<file path="src/rtl/pulse_crossing_arbiter.sv">
// ============================================================================
// Module   : pulse_crossing_arbiter
// Brief    : Latches single-cycle request pulses from several fast-domain
//            requesters and shares one pulse channel among them. The winner
//            is driven as a pulse stretched to HOLD_CYCLES, then a guard gap.
//            Define PULSE_ARB_FIXED_PRIORITY_EN for lowest-index-wins
//            arbitration; the default is round robin.
// Revision : 1.0 - initial release
// ============================================================================
`default_nettype none

module pulse_crossing_arbiter #(
    parameter int REQUESTERS  = 4,
    parameter int HOLD_CYCLES = 8,
    parameter int GAP_CYCLES  = 2,
    parameter int ID_WIDTH    = $clog2(REQUESTERS)
) (
    input  logic                  clock,
    input  logic                  reset,
    input  logic [REQUESTERS-1:0] requests,
    output logic [REQUESTERS-1:0] pending,
    output logic                  pulseOut,
    output logic [ID_WIDTH-1:0]   channelId,
    output logic                  busy,
    output logic [REQUESTERS-1:0] dropped
);

    localparam int c_cnt_max = (HOLD_CYCLES > GAP_CYCLES) ? HOLD_CYCLES : GAP_CYCLES;
    localparam int c_cnt_w   = $clog2(c_cnt_max) + 1;

    localparam logic [c_cnt_w-1:0] c_hold_load = c_cnt_w'(HOLD_CYCLES - 1);
    localparam logic [c_cnt_w-1:0] c_gap_load  = (GAP_CYCLES > 0) ? c_cnt_w'(GAP_CYCLES - 1) : '0;

    localparam logic [1:0] c_idle = 2'd0;
    localparam logic [1:0] c_hold = 2'd1;
    localparam logic [1:0] c_gap  = 2'd2;

    logic [1:0]            r_state;
    logic [c_cnt_w-1:0]    r_cnt;
    logic [REQUESTERS-1:0] r_pending;
    logic [REQUESTERS-1:0] r_dropped;
    logic [ID_WIDTH-1:0]   r_id;

    logic [1:0]            w_state_nxt;
    logic [c_cnt_w-1:0]    w_cnt_nxt;
    logic                  w_found;
    logic                  w_grant;
    logic [ID_WIDTH-1:0]   w_winner;
    logic [ID_WIDTH-1:0]   w_idx;
    logic [REQUESTERS-1:0] w_gmask;

`ifdef PULSE_ARB_FIXED_PRIORITY_EN
    // Descending scan so the lowest pending index is the last one written.
    always_comb begin
        w_found  = 1'b0;
        w_winner = '0;
        w_idx    = '0;
        for (int k = REQUESTERS - 1; k >= 0; k--) begin
            w_idx = ID_WIDTH'(k);
            if (r_pending[w_idx]) begin
                w_found  = 1'b1;
                w_winner = w_idx;
            end
        end
    end
`else
    localparam int c_sum_w = ID_WIDTH + 1;

    logic [ID_WIDTH-1:0] r_ptr;
    logic [c_sum_w-1:0]  w_sum;

    // Scan starts at the pointer and wraps; the first pending bit found wins.
    always_comb begin
        w_found  = 1'b0;
        w_winner = '0;
        w_idx    = '0;
        w_sum    = '0;
        for (int k = 0; k < REQUESTERS; k++) begin
            w_sum = {1'b0, r_ptr} + c_sum_w'(k);
            if (w_sum >= c_sum_w'(REQUESTERS)) begin
                w_sum = w_sum - c_sum_w'(REQUESTERS);
            end
            w_idx = w_sum[ID_WIDTH-1:0];
            if (!w_found && r_pending[w_idx]) begin
                w_found  = 1'b1;
                w_winner = w_idx;
            end
        end
    end

    always_ff @(posedge clock or negedge reset) begin
        if (!reset) begin
            r_ptr <= '0;
        end else if (w_grant) begin
            r_ptr <= (w_winner == ID_WIDTH'(REQUESTERS - 1)) ? '0 : w_winner + 1'b1;
        end
    end
`endif

    assign w_grant = (r_state == c_idle) && w_found;
    assign w_gmask = w_grant ? (REQUESTERS'(1) << w_winner) : '0;

    always_comb begin
        w_state_nxt = r_state;
        w_cnt_nxt   = r_cnt;
        case (r_state)
            c_idle: begin
                if (w_grant) begin
                    w_state_nxt = c_hold;
                    w_cnt_nxt   = c_hold_load;
                end
            end
            c_hold: begin
                if (r_cnt == '0) begin
                    w_state_nxt = (GAP_CYCLES == 0) ? c_idle : c_gap;
                    w_cnt_nxt   = c_gap_load;
                end else begin
                    w_cnt_nxt = r_cnt - 1'b1;
                end
            end
            c_gap: begin
                if (r_cnt == '0) begin
                    w_state_nxt = c_idle;
                end else begin
                    w_cnt_nxt = r_cnt - 1'b1;
                end
            end
            default: begin
                w_state_nxt = c_idle;
                w_cnt_nxt   = '0;
            end
        endcase
    end

    // A new request on the winner's own grant edge survives (set wins).
    always_ff @(posedge clock or negedge reset) begin
        if (!reset) begin
            r_state   <= c_idle;
            r_cnt     <= '0;
            r_pending <= '0;
            r_dropped <= '0;
            r_id      <= '0;
        end else begin
            r_state   <= w_state_nxt;
            r_cnt     <= w_cnt_nxt;
            r_pending <= (r_pending & ~w_gmask) | requests;
            r_dropped <= requests & r_pending & ~w_gmask;
            if (w_grant) begin
                r_id <= w_winner;
            end
        end
    end

    always_comb begin
        pulseOut  = (r_state == c_hold);
        busy      = (r_state != c_idle);
        pending   = r_pending;
        channelId = r_id;
        dropped   = r_dropped;
    end

endmodule

`default_nettype wire

</file>
<file path="config.mk">
export PLATFORM = sky130hd
export DESIGN_NAME = pulse_crossing_arbiter
export DESIGN_NICKNAME = d
export VERILOG_FILES = /design/src/rtl/pulse_crossing_arbiter.sv
export SDC_FILE = /design/constraint.sdc
export NUM_CORES = 1
export LEC_CHECK = 0
export ABC_CLOCK_PERIOD_IN_PS = 3100
export CORE_MARGIN = 3
export CORE_UTILIZATION = 35
export CTS_CLUSTER_DIAMETER = 100
export DETAILED_ROUTE_END_ITERATION = 8
export HOLD_SLACK_MARGIN = 0.05
export PLACE_DENSITY_LB_ADDON = 0.15
export RECOVER_POWER = 50
export SYNTH_ARGS = -nofsm -noshare
export SYNTH_HDL_FRONTEND = slang
export SYNTH_SLANG_ARGS = --single-unit
</file>
<file path="constraint.sdc">
create_clock -name clock -period 3.1 [get_ports clock]
set_input_delay 0.93 -clock clock [delete_from_list [all_inputs] [get_ports clock]]
set_output_delay 0.93 -clock clock [all_outputs]
set_load 0.02 [all_outputs]
</file>
==> reports/results.tsv, run 1 <==
metric	value	unit
final instance area	1202	sq um
Num CTS Buffers	3	
Synth area leader	dfrtp_1	
largest net degree at the start of global routing	19	
RSZ-0062 raised after global routing	no	
fin nets	132	
Startpoint Class	flop	
DRT Pass-1 Iters	4	
max_cap viols	0	
worst setup margin	0.3425	ns
# DRC	0	
CTS resizes	0	
Sum Neg Setup Slack	0	ns
Worst-path clk slew	0.10	ns
syn nets	112	
FILL cells	267	
Worst Tran Pin Value	1.020	ns
skew final	0.0005561	ns
vias in the first global route	758	
post-synthesis sequential area ratio	45.74	%
Vias	790	
CP Class	flop to output pin	
# hold bufs at CTS	0	
Slew headroom	31.83	%
synthesized flop and latch total	18	
Total Routing Usage GR	12.47	%
Mapped Area	984.7	sq um
busiest grt layer	met2	
H-tree depth	1	
Post-synth top cells	dfrtp_1, nor2_1, nand2_1, o21ai_0	
Max FO, Critical Path	12	
Overall Power	1192	uW
DR vias/cell	5.302	
Place WS	0.6539	ns
post-route ant nets	0	
placed instance area	1177	sq um
CTS Buffer Depth	2	
total I/O pin count	18	
worst min path class	flop to flop	
Slew Limit Fails	0	
top-count cell post-synth	dfrtp_1	
starting DRC count in detailed routing	16	
Tcrit/Tclk final	88.95	%
most used flip-flop cell after synthesis	dfrtp_1	
Final Critical Period	2.758	ns
Congestion Overflow GR	0	
Finish-stage setup viols	0	
post-synthesis cell count	100	
clk_lat worst skew	0.29	ns
met1 Use GR	16.16	%
maximum VDD drop	0.0004609	V
CTS tree	done	
Core Region	2567	sq um
postcts setup bufs	0	
Vert. Die Dim	59.04	um
routed len/inst	12.85	um
status	finished, final reports clean	
first-pass GRT wire length	3.291	mm
FF-to-FF path depth	6	
Leakage	0.0005239	uW
Die ar.	3486	sq um
met3 Use GR	5.011	%
clock sinks	18	
post-detail-place hpwl	1.428	mm
Routed WL	1.915	mm
CTS root buf	clkbuf_4	
routability cong.	0.7251	
antenna fix cells	0	
largest cells by area after synthesis	dfrtp_1, ha_1, nand2b_1	
Worst Setup End Kind	output pin	
CP required	2.17	ns
starting density of the core	38.35	%
post-synthesis cell type count	33	
met2 global-route usage	19.40	%
EDFF count, synth	0	
Die Width	59.04	um
worst endpoint data arrival time	1.83	ns
FP Rows	18	
initial antenna violation count	0	
FFs w/ async S/R, synth	100.0	%
Avg Cell Area, Syn	9.847	sq um
final hold violation count	0	
Highest Clock Rate	362.6	MHz
warnings from Yosys	0	
area grow syn2layout	22.11	%
WHS Path Cells	2	
Cell Pwr Density	991.6	nW/um^2
input/output buffers	17	
Synth top area share	45.74	%
layout cells sized above 1	10.08	%
## registers in the layout, summed over array words and instances (netlist names)
register   count
dropped        4
pending        4
r_cnt          4
channelId      2
r_ptr          2
r_state        2
## routing by layer
layer | vias to the layer above | wire length, um
met4 | 0 | 14
met2 | 18 | 885
met1 | 386 | 910
met5 | - | 0
met3 | 2 | 104
li1 | 384 | -
## final timing paths
kind | start | endpoint | slack, ns
max | r_state[1]$_DFFE_PN0P_ | busy | 0.34
min | channelId[1]$_DFFE_PN0P_ | channelId[1]$_DFFE_PN0P_ | 0.49
max reg2reg | r_cnt[0]$_DFFE_PN0P_ | r_cnt[3]$_DFFE_PN0P_ | 0.95
min reg2reg | channelId[1]$_DFFE_PN0P_ | channelId[1]$_DFFE_PN0P_ | 0.49
max in group asynchronous | reset | pending[3]$_DFF_PN0_ | 1.41
min in group asynchronous | reset | channelId[1]$_DFFE_PN0P_ | 1.18
## cell families (layout without fill, tap and decap cells)
kind of cell	after synthesis	count (layout)	synth area share, %
compound gates	27	27	18.93
xor+xnor	1	1	0.8896
fa+ha+maj	6	6	7.624
buf+inv	8	27	3.811
flops	18	18	45.74
simple gates	40	40	23.00
## critical path, stage by stage (launching register included)
cell	delay [ns]
dfrtp_1	0.51
nor2_1	0.37
inv_1	0.10
clkdlybuf4s50_1	0.56
## layout make-up
| type | count | area [sq um] | share of cell area (%) |
|---|---|---|---|
| Multi-Input combinational cell | 74 | 485.5 | 40.37 |
| Sequential cell | 18 | 450.4 | 37.46 |
| Timing Repair Buffer | 17 | 170.2 | 14.15 |
| Tap cell | 30 | 37.54 | 3.122 |
| Clock buffer | 4 | 36.28 | 3.018 |
| Inverter | 6 | 22.52 | 1.873 |
## stage by stage
stage	hold WS, ns	std cells	util [%]
global route	0.5456	149	46.83
detailed placement	0.4793	145	45.86
global placement	0.4655	145	45.86
finish	0.4902	149	46.83
floorplan	0.5135	100	-
CTS	0.5037	149	47.27
## cells in the final DEF (no fill, tap or decap), types with 2 or more instances in the layout
cell,instances
nor2_1,9
clkbuf_4,3
inv_1,6
a211o_1,2
or2_2,4
o21ai_0,7
or4_1,2
and2_1,4
nand2_1,8
nor3b_1,2
ha_1,6
nand2b_1,6
a21boi_0,4
dfrtp_1,18
a21oi_1,3
o22ai_1,2
clkdlybuf4s50_1,16
## power by group
group	internal (uW)	switching [uW]	leakage, uW
clock	71.5	70.3	0.0000210
combinational	305	326	0.000299
sequential	323	97.3	0.000204
total	699	493	0.000524
(Power assumes the default switching activity.)
==> run 2, diff against run 1 <==
Settings changed: SKIP_LAST_GASP set to 1.
==> results of run 2 <==
The final DEF is identical to that of run 1; final timing and power are the same.
